[src/rtl/simd_unpack_v4.sv]
// Unpacks a 48-bit word of four 12-bit lane slots into one lane per beat,
// lane 0 first, with a per-lane sign-overflow flag for the narrowed payload.
module simd_unpack_v4 #(
  parameter int width = 12
) (
  input  logic             clock,
  input  logic             reset,
  input  logic             in_valid,
  output logic             in_ready,
  input  logic [47:0]      in_data,
  output logic             out_valid,
  input  logic             out_ready,
  output logic [width-1:0] out_data,
  output logic [1:0]       out_lane,
  output logic             out_last,
  output logic             out_ovf
);

  if (width < 1 || width > 12) begin : g_bad_width
    $error("simd_unpack_v4: width must be in 1..12");
  end

  typedef enum logic {
    IDLE = 1'b0,
    SEND = 1'b1
  } state_t;

  state_t      state_q, state_d;
  logic [47:0] hold_q, hold_d;
  logic [1:0]  lane_q, lane_d;

  logic        in_xfer;
  logic        out_xfer;
  logic [11:0] slot;
  logic        slot_ovf;

  // NOTE: state registers use non-blocking assignments so every flop samples
  // the pre-edge value of every other flop, independent of process order.
  always_ff @(posedge clock or posedge reset) begin
    if (reset) begin
      state_q <= IDLE;
      hold_q  <= '0;
      lane_q  <= '0;
    end else begin
      state_q <= state_d;
      hold_q  <= hold_d;
      lane_q  <= lane_d;
    end
  end

  assign in_xfer  = in_valid && in_ready;
  assign out_xfer = out_valid && out_ready;

  // NOTE: every signal gets a default first so no path through the case
  // leaves it unassigned, which would infer a latch.
  always_comb begin
    state_d = state_q;
    hold_d  = hold_q;
    lane_d  = lane_q;
    unique case (state_q)
      IDLE: begin
        if (in_xfer) begin
          hold_d  = in_data;
          lane_d  = 2'd0;
          state_d = SEND;
        end
      end
      SEND: begin
        if (out_xfer) begin
          if (lane_q != 2'd3) begin
            lane_d = lane_q + 2'd1;
          end else if (in_xfer) begin
            hold_d = in_data;
            lane_d = 2'd0;
          end else begin
            state_d = IDLE;
          end
        end
      end
      default: state_d = IDLE;
    endcase
  end

  always_comb begin
    unique case (lane_q)
      2'd0:    slot = hold_q[11:0];
      2'd1:    slot = hold_q[23:12];
      2'd2:    slot = hold_q[35:24];
      default: slot = hold_q[47:36];
    endcase
  end

  // Bits above the payload must all replicate the payload's top bit.
  always_comb begin
    slot_ovf = 1'b0;
    for (int i = 0; i < 12; i++) begin
      if (i >= width) slot_ovf = slot_ovf | (slot[i] ^ slot[width-1]);
    end
  end

  // Output decode; the ready pass-through lets a new word load on lane 3.
  always_comb begin
    in_ready  = 1'b0;
    out_valid = 1'b0;
    out_data  = '0;
    out_lane  = '0;
    out_last  = 1'b0;
    out_ovf   = 1'b0;
    if (!reset) begin
      unique case (state_q)
        IDLE: in_ready = 1'b1;
        SEND: begin
          in_ready  = (lane_q == 2'd3) && out_ready;
          out_valid = 1'b1;
          out_data  = slot[width-1:0];
          out_lane  = lane_q;
          out_last  = (lane_q == 2'd3);
          out_ovf   = slot_ovf;
        end
        default: ;
      endcase
    end
  end

endmodule

[config.mk]
export PLATFORM = sky130hd
export DESIGN_NAME = simd_unpack_v4
export DESIGN_NICKNAME = d
export VERILOG_FILES = /design/src/rtl/simd_unpack_v4.sv
export SDC_FILE = /design/constraint.sdc
export NUM_CORES = 1
export LEC_CHECK = 0
export BUFFER_PORTS_ARGS = -buffer_cell sky130_fd_sc_hd__buf_2
export CORE_MARGIN = 4
export CORE_UTILIZATION = 30
export CTS_CLUSTER_DIAMETER = 50
export DETAILED_ROUTE_END_ITERATION = 8
export GPL_ROUTABILITY_DRIVEN = 0
export GPL_TIMING_DRIVEN = 0
export HOLD_SLACK_MARGIN = 0.05
export PLACE_DENSITY = 0.48
export SLEW_MARGIN = 0
export SYNTH_ARGS = -nofsm -noshare
export SYNTH_HDL_FRONTEND = slang
export SYNTH_SLANG_ARGS = --single-unit
[constraint.sdc]
create_clock -name clock -period 7.3 [get_ports clock]
set_input_delay 2.19 -clock clock [delete_from_list [all_inputs] [get_ports clock]]
set_output_delay 2.19 -clock clock [all_outputs]
set_load 0.01 [all_outputs]
**After elaboration in Yosys (flattened, before gate mapping)**

Cells that the tools add are included.

- Flip-flop bits (word level): 51
- Bits of input ports: 52
- Output and inout bits: 18
- Logic and storage cells: 39

- $add $sub $neg: 1
- Equal/unequal tests: 6
- Muxes and demuxes: 23
- Bitwise logic cells: 1
- Reduce and logical (&&, ||, !) cells: 5

Operators with widths:

| operator | count |
|---|---|
| $mux W48 | 3 |
| $pmux W48 S2 | 1 |
| $pmux W12 S3 | 1 |
| $mux W12 | 2 |
| $mux W2 | 5 |
| $mux W1 | 8 |
| $eq A2 B2 Y1 const B | 2 |
| $ne A2 B2 Y1 const B | 2 |
| $pmux W1 S2 | 2 |
| $pmux W2 S2 | 1 |
| $logic_and A1 B1 Y1 | 3 |
| $add A2 B1 Y2 const B | 1 |
| $eq A2 B1 Y1 const B | 1 |
| $logic_not A2 Y1 | 1 |
| $ne A2 B1 Y1 const B | 1 |
| $reduce_and A2 Y1 | 1 |
| $not A1 Y1 | 1 |

**Longest topological paths before layout**

Gate-level depths: netlist (run 1).

- Depth after elaboration: 9
- Gate-level depth with buffers: 6
- Depth with buffers taken out: 5

**Worst setup path after synthesis (run 1)**

Ideal clock, no wire load.

- Path kind: input-to-output
- Start: input port reset
- End: output port out_data[3]
- Arrival: 4126 ps
- Data required time: 5110 ps
- Slack: 984 ps
- Stages: 6
- Buffers on the path: 1
- Cells stage by stage: inv_1 nand2_1 inv_1 buf_2 o21ai_0 a21oi_1

- Word-level cells in the longest chain between the ends: 1

Ends and longest elaborated chain:

| what | RTL line | text |
|---|---|---|
| from (decl) | 7 | `input logic reset,` |
| $mux W12 | 109 | `if (!reset) begin` |
| to (decl) | 13 | `output logic [width-1:0] out_data,` |

Every way passes these cells.

**Worst setup path in the final report (run 1)**

- Start: input port reset
- End: output port out_data[4]

The elaborated chain is that of the path after synthesis.

==> impl_metrics.yaml, run 1 <==
status:
  result_of_the_run: "complete, no violations"
floorplanning:
  floorplan.die.height_um: 96.05
  floorplan.initialDensity: 0.3140
  boundaryPins: 70
  floorplan.die_area_sq_um: 9226
  die_width_um: 96.05
  floorplan.core_area_sq_um: 7408
  rows: 31
sta:
  tns_ns: 0
  slew_violations: 0
  max_freq_mhz: 173.6
  hold_violations: 0
  min_period_over_period: 0.7891
  report.final.setup_viol: 0
  timing.clock.skew_ns: 0.003585
  worst_pin_slew_ns: 0.6579
  finalHoldWorstSlack_ns: 0.4947
  worst_case_headroom_to_the_max_slew_limit: 0.5614
  finalWorstPathRequiredPeriod_ns: 5.761
  rsz0062_at_grt: "no"
critical_path:
  origin_of_the_critical_flop_to_flop_path: "lane_q[0]$_DFFE_PP0N_"
  worst-r2r-cell-count: 5
  critPathLaunchType: "primary input"
  critPathCaptureType: "output pin"
  path_depth: 8
  cp.buffers_inverters: 5
  rrSetupSlack_ns: 5.52
  critical_path.top_delay_family: "buffers and inverters"
  critical-path-slowest-cell: "sky130_fd_sc_hd__inv_2"
  worst_r2r_endpoint: "hold_q[14]$_DFFE_PP0P_"
  crit_path_frequent_cell: "sky130_fd_sc_hd__buf_2"
  cp-startpoint: "reset"
  crit_type: "primary input to output pin"
  cp.required_ns: 5.11
  critical_path.endpoint: "out_data[4]"
  path_max_fanout: 15
  worst_ep_arrival_time_ns: 3.57
  crit_path_max_incr_delay_ns: 0.27
  worstPathCellList: "buf_2, inv_2, nand2_1, inv_1, buf_2, o21ai_0, a21oi_1, buf_2"
grt:
  grt_usage: 0.1397
  grt_pass1_wl_um: 9480
  globalRoute.totalOverflow: 0
  grt_max_degree: 39
  grt_pass1_vias: 1798
  antenna_found_initial: 0
route:
  via_per_inst: 4.811
  drcViolationCount: 0
  final_antenna_net_count: 0
  first_iter_violations: 67
  avgRoutedWirePerCell_um: 17.60
  routed-via-count: 1679
  routed_wl_um: 6141
  dr.pass1.iters: 6
finish:
  area_growth_pct: 24.31
  final_common_cell: "sky130_fd_sc_hd__buf_2"
  n_fill_cell: 738
  postLayoutCoreUtil: 0.3903
  nets: 306
  final_cell_mix: "sky130_fd_sc_hd__buf_2, sky130_fd_sc_hd__dfrtp_1, sky130_fd_sc_hd__mux2_2, sky130_fd_sc_hd__o21ai_0, sky130_fd_sc_hd__a21oi_1"
  drive_gt1_frac: 0.5200
  antenna-diode-count: 0
cts:
  htree_num_levels: 2
  cts.sink_count: 51
  cts_post_setup_buffers_inserted: 0
  postCtsHoldBufs: 0
  numCtsBuffers: 5
  clkLatencyLatePin_ns: 0.29
  tritoncts: "yes"
  cts_root_buffer: "sky130_fd_sc_hd__clkbuf_8"
  clkTransAtPathRegs_ns: 0.09
  cts-root-to-sink-buffers: 2
  post_cts_resized: 0
power:
  pwr_density_cell_nw_per_um2: 377.5
  cell_internal_power_mw: 0.7124
  cellLeakagePower_nw: 1.343
  pwr-share-seq: 0.456
  total_switching_power_mw: 0.3790
  pwr-share-comb: 0.400
  sw_frac_of_total: 0.3473
  ir_drop_mv: 0.1324
  clock_power_share: 0.144
job:
  cap_viol_max_count: 0
synth:
  syn-cell-area_sq_um: 2326
  netlist_instances: 173
  synthesis.yosys.warnings: 0
  syn_area_per_cell_sq_um: 13.44
  post_synth_num_cell_types: 21
  synth-seq-cells: 51
  sequential_cell_area_fraction_in_the_yosys_report: 0.5487
  synthesis.nets: 230
hold_path:
  timing.hold.worst.class: "flop to flop"
place:
  port-buffer-count: 68
  dp_hpwl_um: 4448
==> worst min path at each step <==
stage | start | end | slack [ns] | cells past startpoint
after floorplan | hold_q[36]$_DFFE_PP0P_ | hold_q[36]$_DFFE_PP0P_ | 0.45 | 1
after global placement | hold_q[39]$_DFFE_PP0P_ | hold_q[39]$_DFFE_PP0P_ | 0.47 | 1
after detailed placement | hold_q[34]$_DFFE_PP0P_ | hold_q[34]$_DFFE_PP0P_ | 0.48 | 1
after CTS | hold_q[34]$_DFFE_PP0P_ | hold_q[34]$_DFFE_PP0P_ | 0.50 | 1
after global routing | hold_q[34]$_DFFE_PP0P_ | hold_q[34]$_DFFE_PP0P_ | 0.52 | 1
final | hold_q[33]$_DFFE_PP0P_ | hold_q[33]$_DFFE_PP0P_ | 0.49 | 1
==> cell type report <==
type                            instances  area [sq um]  area share
Buffer                                 12         80.08     0.02769
Clock buffer                            7         76.32     0.02640
Clock inverter                          1         5.005    0.001731
Inverter                                5         18.77    0.006491
Multi-Input combinational cell        105         950.9      0.3289
Sequential cell                        51          1276      0.4414
Tap cell                               99         123.9     0.04284
Timing Repair Buffer                   69         360.3      0.1246
==> sequential cells by signal, indices dropped and copies added (netlist names) <==
signal	count
lane_q	2
state_q	1
hold_q	48
==> logic make-up (layout without fill, tap and decap cells) <==
logic type / Yosys count / count (layout) / share of synthesized area
adder cells (fa/ha/maj): 5 / 5 / 0.02690
flip-flops: 51 / 51 / 0.5487
other: 1 / 1 / 0.001612
AO/OA/AOI/OAI: 39 / 39 / 0.1146
AND/OR/NAND/NOR: 10 / 10 / 0.02528
buffers and inverters: 17 / 94 / 0.04249
XOR/XNOR: 1 / 1 / 0.003766
multiplexers: 49 / 49 / 0.2367
==> per-layer routing <==
metal / up-vias / part of all wire / global-route usage
li1: 796 / - / -
met1: 838 / 0.45 / 0.1891
met2: 41 / 0.48 / 0.2179
met3: 4 / 0.053 / 0.03206
met4: 0 / 0.014 / 0.05095
met5: - / 0 / 0
==> Yosys cell counts <==
| cell | n | share of area |
|---|---|---|
| sky130_fd_sc_hd__nand2b_4 | 1 | 0.0059 |
| sky130_fd_sc_hd__nand2_1 | 3 | 0.0048 |
| sky130_fd_sc_hd__conb_1 | 1 | 0.0016 |
| sky130_fd_sc_hd__nor2_1 | 4 | 0.0065 |
| sky130_fd_sc_hd__ha_1 | 5 | 0.027 |
| sky130_fd_sc_hd__mux2i_1 | 1 | 0.0043 |
| sky130_fd_sc_hd__mux2_2 | 44 | 0.21 |
| sky130_fd_sc_hd__buf_4 | 3 | 0.0097 |
| sky130_fd_sc_hd__buf_2 | 1 | 0.0021 |
| sky130_fd_sc_hd__o21ai_0 | 13 | 0.028 |
| sky130_fd_sc_hd__clkbuf_1 | 5 | 0.0081 |
| sky130_fd_sc_hd__a222oi_1 | 12 | 0.052 |
| sky130_fd_sc_hd__a21oi_1 | 13 | 0.028 |
| sky130_fd_sc_hd__xnor2_1 | 1 | 0.0038 |
| sky130_fd_sc_hd__buf_6 | 3 | 0.015 |
| sky130_fd_sc_hd__inv_1 | 5 | 0.0081 |
| sky130_fd_sc_hd__and4bb_2 | 1 | 0.0054 |
| sky130_fd_sc_hd__dfrtp_1 | 51 | 0.55 |
| sky130_fd_sc_hd__mux2_1 | 4 | 0.019 |
| sky130_fd_sc_hd__and2_1 | 1 | 0.0027 |
| sky130_fd_sc_hd__a21oi_4 | 1 | 0.0070 |
==> power by group through the flow <==
stage / clock [mW] / combinational (mW) / sequential (mW)
2_1_floorplan: 0 / 0.311 / 0.479
3_3_place_gp: 0 / 0.437 / 0.503
3_5_place_dp: 0 / 0.447 / 0.503
4_1_cts: 0.162 / 0.448 / 0.498
5_1_grt: 0.174 / 0.483 / 0.517
6_report: 0.157 / 0.437 / 0.498
==> stage by stage <==
step                setup WS, ns  instances  area [sq um]  power [mW]
global route               1.374        349          2892       1.174
CTS                        1.510        349          2892       1.109
floorplan                 0.9841        173          2326      0.7902
finish                     1.539        349          2892       1.091
global placement        0.005289        340          2790      0.9400
detailed placement         1.514        341          2810      0.9503
No activity file was read; power rests on OpenSTA's default activity.
==> run 2, diff against run 1 <==
--- a/config.mk
+++ b/config.mk
@@ -5,6 +5,7 @@
 export SDC_FILE = /design/constraint.sdc
 export NUM_CORES = 1
 export LEC_CHECK = 0
+export ABC_AREA = 1
 export BUFFER_PORTS_ARGS = -buffer_cell sky130_fd_sc_hd__buf_2
 export CORE_MARGIN = 4
 export CORE_UTILIZATION = 30
@@ -13,7 +14,7 @@
 export GPL_ROUTABILITY_DRIVEN = 0
 export GPL_TIMING_DRIVEN = 0
 export HOLD_SLACK_MARGIN = 0.05
-export PLACE_DENSITY = 0.48
+export PLACE_DENSITY = 0.49
 export SLEW_MARGIN = 0
 export SYNTH_ARGS = -nofsm -noshare
 export SYNTH_HDL_FRONTEND = slang
==> constraint.sdc (replaced) <==
create_clock -name clock -period 4.85 [get_ports clock]
set_input_delay 1.455 -clock clock [delete_from_list [all_inputs] [get_ports clock]]
set_output_delay 1.455 -clock clock [all_outputs]
set_load 0.01 [all_outputs]
==> run 2 against run 1 <==
Largest cell class unchanged. Critical endpoint is now in_ready. Critical path type unchanged. Hold slack got worse by 0.015 ns. Register-to-register slack got worse by 2.2 ns. Highest routed layer unchanged. Clock power increased by 49%.
==> impl_metrics.yaml, run 2 <==
power:
  cellLeakagePower_nw: 1.768
  pwr_density_cell_nw_per_um2: 557.4
  fin_total_pwr_mw: 1.789
  ir_drop_mv: 0.1444
floorplanning:
  die_width_um: 102.1
  rows: 34
  floorplan.die.height_um: 102.1
  floorplan.core_area_sq_um: 8678
  boundaryPins: 70
  floorplan.die_area_sq_um: 10420
  floorplan.initialDensity: 0.3059
critical_path:
  worst_r2r_endpoint: "hold_q[9]$_DFFE_PP0P_"
  critPathLaunchType: "primary input"
  rrSetupSlack_ns: 3.35
  cp.required_ns: 3.39
  worst-r2r-cell-count: 7
  critPathCaptureType: "output pin"
  crit_path_max_incr_delay_ns: 0.61
  path_max_fanout: 60
  crit_type: "primary input to output pin"
  crit_path_frequent_cell: "sky130_fd_sc_hd__buf_2"
  critical-path-slowest-cell: "sky130_fd_sc_hd__buf_4"
  worstPathCellList: "buf_2, inv_2, buf_4, nand2_1, inv_1, buf_2"
  origin_of_the_critical_flop_to_flop_path: "lane_q[0]$_DFFE_PP0N_"
  worst_ep_arrival_time_ns: 2.63
hold_path:
  whs_path_cells: 2
  timing.hold.worst.start: "hold_q[20]$_DFFE_PP0P_"
  timing.hold.worst_endpoint: "hold_q[20]$_DFFE_PP0P_"
  timing.hold.worst.class: "flop to flop"
place:
  dpl.cell_count: 521
  place_worst_setup_slack_ns: 0.2856
  port-buffer-count: 68
  dp_hpwl_um: 6207
grt:
  grt_usage: 0.1666
  grt_pass1_vias: 2632
  grt_pass1_wl_um: 13340
  antenna_found_initial: 0
  grt_max_degree: 61
  globalRoute.totalOverflow: 0
synth:
  synth_top_family_by_area: "simple AND/OR/NAND/NOR gates"
  synth-seq-cells: 51
  synth_top_area_frac: 0.4807
  synthesis.yosys.warnings: 0
  netlist_instances: 345
  yosysMostFrequentCell: "sky130_fd_sc_hd__nand2_1"
  syn_area_per_cell_sq_um: 7.696
  post_synth_mux_area_share: 0
  ys_dominant_reg_cell: "sky130_fd_sc_hd__dfrtp_1"
  synthArstFlopShare: 1.000
  yosys.area_share.xor_xnor: 0
  sequential_cell_area_fraction_in_the_yosys_report: 0.4807
  synth-compound-area-share: 0.06786
  syn-cell-area_sq_um: 2655
  synthesis.nets: 402
  yosys.area_share.adder: 0.02356
  commonest_cells_post_synth: "sky130_fd_sc_hd__nand2_1, sky130_fd_sc_hd__dfrtp_1, sky130_fd_sc_hd__nand4_1, sky130_fd_sc_hd__a21oi_1, sky130_fd_sc_hd__inv_1"
  post_synth_num_cell_types: 18
  yosys.area.top_type: "sky130_fd_sc_hd__dfrtp_1"
  synth-edff-count: 0
  ys_top_cells_by_area: "sky130_fd_sc_hd__dfrtp_1, sky130_fd_sc_hd__nand2_1, sky130_fd_sc_hd__nand4_1, sky130_fd_sc_hd__a21oi_1, sky130_fd_sc_hd__inv_1"
  synth_simple_gate_area_share: 0.3393
sta:
  tns_ns: 0
  hold_violations: 0
  max_freq_mhz: 244.7
  rsz0062_at_grt: "no"
  report.final.setup_viol: 0
  worst_case_headroom_to_the_max_slew_limit: 0.5116
  timing.clock.skew_ns: 0.006673
  finalWorstPathRequiredPeriod_ns: 4.087
  slew_violations: 0
  min_period_over_period: 0.8427
  final_worst_setup_slack_ns: 0.7630
  worst_pin_slew_ns: 0.7325
route:
  routed_wl_um: 8289
  routed-via-count: 2527
  final_antenna_net_count: 0
  first_iter_violations: 114
  dr.pass1.iters: 4
  avgRoutedWirePerCell_um: 15.73
  via_per_inst: 4.795
  drcViolationCount: 0
cts:
  postCtsHoldBufs: 0
  clkTransAtPathRegs_ns: 0.09
  cts.sink_count: 51
  cts_post_setup_buffers_inserted: 0
  htree_num_levels: 2
  numCtsBuffers: 5
  clkLatencyLatePin_ns: 0.30
  cts_root_buffer: "sky130_fd_sc_hd__clkbuf_8"
  post_cts_resized: 0
  cts-root-to-sink-buffers: 2
  tritoncts: "yes"
finish:
  area_growth_pct: 20.88
  drive_gt1_frac: 0.2411
  largest_registers: "hold_q (48), lane_q (2), state_q (1)"
  largest_reg_flops: 48
  final_cells: 527
  largest-register: "hold_q"
  antenna-diode-count: 0
  nets: 477
  final_common_cell: "sky130_fd_sc_hd__nand2_1"
  final_cell_mix: "sky130_fd_sc_hd__nand2_1, sky130_fd_sc_hd__buf_2, sky130_fd_sc_hd__dfrtp_1, sky130_fd_sc_hd__nand4_1, sky130_fd_sc_hd__a21oi_1"
status:
  result_of_the_run: "complete, no violations"
job:
  cap_viol_max_count: 0
-- run 2: changes by cell type in the layout (fill, tap and decap cells not counted), moves of 2 or more --
cell	change
sky130_fd_sc_hd__nand2_1	+138
sky130_fd_sc_hd__nand4_1	+48
sky130_fd_sc_hd__mux2_2	-44
sky130_fd_sc_hd__inv_1	+15
sky130_fd_sc_hd__a222oi_1	-12
sky130_fd_sc_hd__buf_2	+12
sky130_fd_sc_hd__a21oi_1	+11
sky130_fd_sc_hd__nor2_1	+5
sky130_fd_sc_hd__buf_4	+4
sky130_fd_sc_hd__mux2_1	-4
sky130_fd_sc_hd__buf_6	-2
sky130_fd_sc_hd__inv_2	+2
sky130_fd_sc_hd__nand3_1	+2
-- run 2: worst max-delay path by stage --
stage	depth (start not counted)	startpoint	slack (ns)	to
finish	6	reset	0.76	in_ready
global route	6	reset	0.55	in_ready
CTS	6	reset	0.26	in_ready
detailed placement	6	reset	0.29	in_ready
global placement	6	reset	0.26	in_ready
floorplan	4	reset	0.87	in_ready
-- run 2: critical path: cells and delay by family --
family                 cells  cell delay [ns]
and+or+nand+nor            1             0.11
buffers and inverters      5             1.06
-- run 2: power by group --
part | switching [mW] | total, mW | internal [mW]
Clock | 0.137 | 0.234 | 0.0963
Combinational | 0.526 | 0.817 | 0.291
Sequential | 0.119 | 0.738 | 0.620
-- run 2: kinds of logic after synthesis --
group / count (synthesis)
buf+inv: 49
fa+ha+maj: 5
compound gates: 36
other cells: 1
flops: 51
simple gates: 203
-- run 2: through the flow --
| stage | hold slack [ns] | utilization | area [sq um] |
|---|---|---|---|
| CTS | 0.4798 | 0.3695 | 3207 |
| floorplan | 0.4366 | - | 2655 |
| global route | 0.4992 | 0.3698 | 3209 |
| global placement | 0.4534 | 0.3607 | 3131 |
| detailed placement | 0.4578 | 0.3607 | 3131 |
| finish | 0.4798 | 0.3698 | 3209 |
-- run 2: layout make-up --
class                      instances  area [sq um]
buffer                            27         151.4
fill                             982          5469
clock inverter                     1         7.507
clock buffer                       5         68.82
sequential                        51          1276
timing repair buffer              68         340.3
inverter                          22         82.58
tap                              108         135.1
multi-input combinational        245          1147
-- run 2: metal layers --
metal,vias up,track usage,share of wire
li1,1277,-,-
met1,1192,0.2209,0.46
met2,52,0.2844,0.48
met3,6,0.03345,0.050
met4,0,0.03229,0.0081
met5,-,0,0
